### config.mk
export PLATFORM = sky130hd
export DESIGN_NAME = div_sequencer
export DESIGN_NICKNAME = d
export VERILOG_FILES = /design/src/rtl/div_sequencer.sv
export SDC_FILE = /design/constraint.sdc
export NUM_CORES = 1
export LEC_CHECK = 0
export ABC_AREA = 1
export CORE_MARGIN = 2
export CORE_UTILIZATION = 57
export CTS_CLUSTER_DIAMETER = 200
export CTS_CLUSTER_SIZE = 30
export DETAILED_ROUTE_END_ITERATION = 12
export DONT_BUFFER_PORTS = 1
export HOLD_SLACK_MARGIN = 0.1
export PLACE_DENSITY_LB_ADDON = 0.25
export SLEW_MARGIN = 20
export SYNTH_ARGS = -nofsm -noshare
export SYNTH_HDL_FRONTEND = slang
export SYNTH_SLANG_ARGS = --single-unit
### constraint.sdc
create_clock -name clk -period 1.74 [get_ports clk]
set_input_delay 0.348 -clock clk [delete_from_list [all_inputs] [get_ports clk]]
set_output_delay 0.348 -clock clk [all_outputs]
set_load 0.01 [all_outputs]
### src/rtl/div_sequencer.sv
// div_sequencer: sequences RISC-V M-extension divides (div/divu/rem/remu)
// between the EX stage and a shared divider core. Divide-by-zero and signed
// overflow are answered locally. Every other divide goes through a
// valid/ready issue to the core, a wait for the core result, and a
// registered quotient/remainder select. A flushed op still drains through
// the core. A watchdog bounds the time spent in ISSUE+WAIT.
module div_sequencer #(
  parameter int unsigned TIMEOUT_CYCLES = 64
) (
  input  logic        clk,
  input  logic        reset,
  input  logic        req_valid,
  input  logic [2:0]  req_funct3,
  input  logic [31:0] req_a,
  input  logic [31:0] req_b,
  input  logic        flush,
  output logic        stall,
  output logic        done,
  output logic [31:0] result,
  output logic        core_tvalid,
  input  logic        core_tready,
  output logic [31:0] core_dividend,
  output logic [31:0] core_divisor,
  output logic        core_signed,
  input  logic        core_dout_tvalid,
  input  logic [63:0] core_dout_tdata,
  output logic        timeout_err
);

  localparam int CNT_W = $clog2(TIMEOUT_CYCLES + 1);

  typedef enum logic [1:0] {
    S_IDLE,
    S_ISSUE,
    S_WAIT,
    S_DONE
  } state_t;

  state_t      state_q, state_d;
  logic        kill_q, kill_d;
  logic [CNT_W-1:0] cnt_q;
  logic [31:0] op_a_q, op_b_q;
  logic        op_signed_q;
  logic        op_rem_q;
  logic [31:0] result_q, result_d;
  logic        result_load;
  logic        timeout_q;

  logic        div_req;
  logic        accept;
  logic        in_core;
  logic        wd_fire;
  logic        kill_now;
  logic        req_signed;
  logic        req_rem;
  logic        div_zero;
  logic        overflow;
  logic [31:0] fast_result;
  logic [31:0] core_sel;

  assign div_req    = req_valid && req_funct3[2];
  assign accept     = (state_q == S_IDLE) && div_req && !flush;
  assign in_core    = (state_q == S_ISSUE) || (state_q == S_WAIT);
  // Fires on the last permitted ISSUE/WAIT cycle (the counter is 0 on the first one).
  assign wd_fire    = in_core && (cnt_q == CNT_W'(TIMEOUT_CYCLES - 1));
  // A flush arriving in the same cycle as the core result still kills the op.
  assign kill_now   = kill_q || flush;

  assign req_signed = !req_funct3[0];
  assign req_rem    = req_funct3[1];
  assign div_zero   = (req_b == 32'h0);
  assign overflow   = req_signed && (req_a == 32'h8000_0000) && (req_b == 32'hFFFF_FFFF);

  // Locally resolved results: x/0 gives all-ones quotient and the dividend as
  // remainder; INT_MIN/-1 gives INT_MIN quotient and zero remainder.
  assign fast_result = div_zero ? (req_rem ? req_a : 32'hFFFF_FFFF)
                                : (req_rem ? 32'h0 : 32'h8000_0000);

  assign core_sel = op_rem_q ? core_dout_tdata[63:32] : core_dout_tdata[31:0];

  // Next-state, kill tracking and result-load decision.
  always_comb begin
    // NOTE: every signal written here gets a default first, so no path leaves
    // it unassigned and no latch is inferred.
    state_d     = state_q;
    kill_d      = kill_q;
    result_load = 1'b0;
    result_d    = result_q;
    unique case (state_q)
      S_IDLE: begin
        kill_d = 1'b0;
        if (accept) begin
          if (div_zero || overflow) begin
            state_d     = S_DONE;
            result_load = 1'b1;
            result_d    = fast_result;
          end else begin
            state_d = S_ISSUE;
          end
        end
      end
      S_ISSUE, S_WAIT: begin
        if (flush) kill_d = 1'b1;
        if (wd_fire) begin
          if (kill_now) begin
            state_d = S_IDLE;
            kill_d  = 1'b0;
          end else begin
            state_d     = S_DONE;
            result_load = 1'b1;
            result_d    = 32'h0;
          end
        end else if (state_q == S_ISSUE) begin
          if (core_tready) state_d = S_WAIT;
        end else if (core_dout_tvalid) begin
          if (kill_now) begin
            state_d = S_IDLE;
            kill_d  = 1'b0;
          end else begin
            state_d     = S_DONE;
            result_load = 1'b1;
            result_d    = core_sel;
          end
        end
      end
      S_DONE: begin
        state_d = S_IDLE;
      end
      default: begin
        state_d = S_IDLE;
        kill_d  = 1'b0;
      end
    endcase
  end

  // State, operand capture, watchdog counter, result and sticky error flag.
  always_ff @(posedge clk) begin
    // NOTE: clocked state uses non-blocking assignments only, so every
    // register samples the pre-edge values regardless of statement order.
    if (reset) begin
      state_q     <= S_IDLE;
      kill_q      <= 1'b0;
      cnt_q       <= '0;
      op_a_q      <= 32'h0;
      op_b_q      <= 32'h0;
      op_signed_q <= 1'b0;
      op_rem_q    <= 1'b0;
      result_q    <= 32'h0;
      timeout_q   <= 1'b0;
    end else begin
      state_q <= state_d;
      kill_q  <= kill_d;
      if (accept) begin
        op_a_q      <= req_a;
        op_b_q      <= req_b;
        op_signed_q <= req_signed;
        op_rem_q    <= req_rem;
        cnt_q       <= '0;
      end else if (in_core) begin
        cnt_q <= cnt_q + CNT_W'(1);
      end
      if (result_load) result_q <= result_d;
      if (wd_fire) timeout_q <= 1'b1;
    end
  end

  assign stall         = div_req && (state_q != S_DONE);
  assign done          = (state_q == S_DONE);
  assign result        = result_q;
  assign core_tvalid   = (state_q == S_ISSUE);
  assign core_dividend = op_a_q;
  assign core_divisor  = op_b_q;
  assign core_signed   = op_signed_q;
  assign timeout_err   = timeout_q;

endmodule

==> summary.txt <==
Run status
  • Outcome: complete, but fails checks
  • Failing checks: setup timing

Cells and area
  • N_diodes: 0
  • Layout cells sized above 1: 18.0%
  • Post-route cell area: 6720 µm²
  • Core Util, Final: 72.7%
  • NumNets Final: 961
  • Syn-to-layout area delta: 24.4%

Synth
  • Mapped cell area: around 5400 µm²
  • FF+latch count, synth: 109
  • Synthesized area per cell: 6.90 µm²
  • Synth Net Count: 925
  • Dominant cells by area after synthesis: dfxtp_1 40%, a21oi_1 13%, nor2_1 12%
  • Synth cell count leaders: 175 x nor2_1, 142 x a21oi_1, 109 x dfxtp_1
  • Synth async-reset ratio: 0%
  • Synth cell types: 24
  • Synth top area share: 40.4%
  • Synth Instances: 783
  • Count leader, synth: nor2_1
  • Number of synthesized flops with an enable pin: 0
  • Largest area contributor in the netlist: dfxtp_1
  • Sequential-to-total area share from yosys stat: 40.4%
  • Synth Warn #: 0
  • Main flop type after synthesis: dfxtp_1

Worst setup path
  • Slowest Stage Delay on Critical Path: 0.34 ns
  • CP required: 2.00 ns
  • CP Cell Sequence: inv_2 > ha_4 > inv_4 > nor3_4 > nor2_2 > nor3_2 > nand2_1 > inv_2 > nand2_4 > clkinv_8 > clkbuf_16 > nand3_1 > nand2_1 > nor2_1
  • R2r setup slk: -0.1 ns
  • WS Path Type: register to register
  • CP arrival: 2.10 ns
  • Worst-path fanout max: 8
  • CP endpoint kind: register
  • Slowest-stage cell, CP: dfxtp_2
  • CP delay by family, top: simple AND/OR/NAND/NOR gates
  • Bufs and invs on worst path: 5
  • Startpoint types: register

STA
  • Relative slew slack: 72.0%
  • Slew Limit Fails: 0
  • Tightest Pin Transition: 0.421 ns
  • Setup violators final: 35
  • Clk_skew: 0.0195 ns
  • Hold Fails Final Rpt: 0
  • Worst Slack Setup Final: -0.0956 ns
  • Fin crit period: 1.84 ns
  • Tcrit/Tclk final: 105%
  • Fmax: 0.545 GHz
  • RSZ-0062 raised after global routing: true

Die
  • Starting Density: between 50% and 60%
  • Die area: 10300 µm²
  • Die height: 101 µm
  • IO Pins: between 200 and 250
  • Row count: 35
  • Die X: 101 µm
  • Placeable Area: 9240 µm²

Pwr
  • Pleak: approximately 2.7 nW
  • VDD IR max: 0.788 mV
  • Logic pwr share: 48.4%
  • Flop pwr share: 34.2%
  • Sw Share: between 40% and 50%
  • Power Density: 1290 nW/µm²
  • Int Pwr: 5.19 mW
  • Clock share of power: around 17%
  • Switch Pwr: 3.51 mW

Route
  • Antenna-violating nets left: 0
  • Vias: 5647
  • Initial DRC count: 317
  • Drt total wl: 17900 µm
  • Average wire per standard cell: 18.8 µm
  • Post-route DRC: 0
  • Router iterations before antenna repair: 5
  • Via density: 5.93

Place
  • GP Congestion: roughly 0.92
  • HPWL Detailed: about 11000 µm
  • Area after DPL: roughly 5700 µm²
  • Port Buffers: 0

GRT
  • Initial antenna violation count: 0
  • GRT met3 Usage: 6.83%
  • GR peak layer: met2
  • Total grt overflow: 0
  • First-pass GRT wire length: 24800 µm
  • GR Util met1: 37.7%
  • Pin count of the biggest net entering global routing: about 100
  • GR Util met2: 51.8%
  • Vias in the first global route: 5007
  • Gr usage total: 30.3%

CTS
  • Total CTS buffers: 9
  • H-Tree Depth: 3
  • Root cell of the clock tree: clkbuf_8
  • CTS tree: yes
  • Skew-Pair Late Insertion Delay: 0.36 ns
  • Worst-path clk slew: 0.12 ns
  • CTS Sinks: 109
  • Max clock buf depth: 2

Min path
  • HP Class: input port to register

Flow run
  • Max cap viols: 0
-- metrics by stage --
step	power [mW]	setup slack (ns)	setup TNS [ns]	instances	hold WS, ns
2_1_floorplan	5.01	0.0111	0	783	0.417
3_3_place_gp	5.79	-0.0887	-1.76	900	0.419
3_5_place_dp	5.86	-0.108	-2.37	900	0.419
4_1_cts	7.62	0.000518	0	935	0.101
5_1_grt	9.13	-0.250	-7.72	953	0.111
6_report	8.69	-0.0956	-1.90	953	0.116
-- final cells by class --
| class | count | area, µm² |
|---|---|---|
| Clock buffer | 10 | 138 |
| Clock inverter | 6 | 52.6 |
| Fill cell | 754 | 2520 |
| Inverter | 53 | 214 |
| Multi-Input combinational cell | 566 | 3010 |
| Sequential cell | 109 | 2190 |
| Tap cell | 129 | 161 |
| Timing Repair Buffer | 80 | 953 |
-- sequential cells by signal, summed over array words and instances (netlist names), 2 cells and up --
name,count
core_divisor,32
cnt_q,7
result,32
state_q,2
core_dividend,32
-- power by group through the flow --
| stage | sequential [mW] | combinational [mW] | clock (mW) |
|---|---|---|---|
| after global routing | 3.00 | 4.52 | 1.62 |
| after global placement | 3.01 | 2.78 | 0 |
| after floorplan | 2.97 | 2.05 | 0 |
| after detailed placement | 3.02 | 2.85 | 0 |
| after CTS | 2.97 | 3.13 | 1.53 |
| final | 2.98 | 4.21 | 1.51 |
-- placed cells by master, fill, tap and decap left out, types with 2 or more instances in the layout --
master,n
nor2_1,170
a21oi_1,137
dfxtp_1,104
o21ai_0,75
nand2_1,69
inv_1,45
buf_4,41
mux2i_1,32
nand3_2,24
nand3_1,18
dlygate4sd3_1,15
clkbuf_8,10
buf_12,9
clkbuf_16,8
nand2_2,7
inv_2,6
nand4_1,5
nor2_2,5
a21oi_2,5
dfxtp_2,5
buf_6,4
nand3_4,3
nor2_4,2
ha_2,2
ha_1,2
inv_8,2
buf_16,2
-- worst register-to-register path: cells and delay by family, from the launching register on --
family	cells	cell delay, ns
and+or+nand+nor	8	0.81
DFF	1	0.34
buffers and inverters	5	0.47
adders and majority gates	1	0.15
-- per-layer routing --
metal	wire length, µm	share of wire (%)
met2	8770	49
met3	1560	8.7
met1	6980	39
met4	561	3.1
met5	0	0
-- timing repair --
action,in CTS,in global routing
endpoints found under the setup margin,35,51
buffers inserted,3,10
hold buffers,15,0
endpoints found under the hold margin,15,0
resized for setup,26,56
gates cloned,2,9
pin swaps,6,11
-- worst paths after layout --
path                            depth (start not counted)               end  startpoint
worst max-delay path                                   14        result[23]  state_q[0]
worst min register to register                          2          cnt_q[1]    cnt_q[1]
worst min-delay path                                    2  core_divisor[20]   req_b[20]
worst max register to register                         14        result[23]  state_q[0]
-- logic make-up after synthesis --
family                     synth area share [%]
and+or+nand+nor                            23.2
buffers and inverters                      8.54
adders and majority gates                  1.16
DFF                                        40.4
xor gates and xnor gates                  0.162
AOI/OAI and AO/OA                          20.6
muxes                                      5.93
Power figures use the tool's default switching activity.
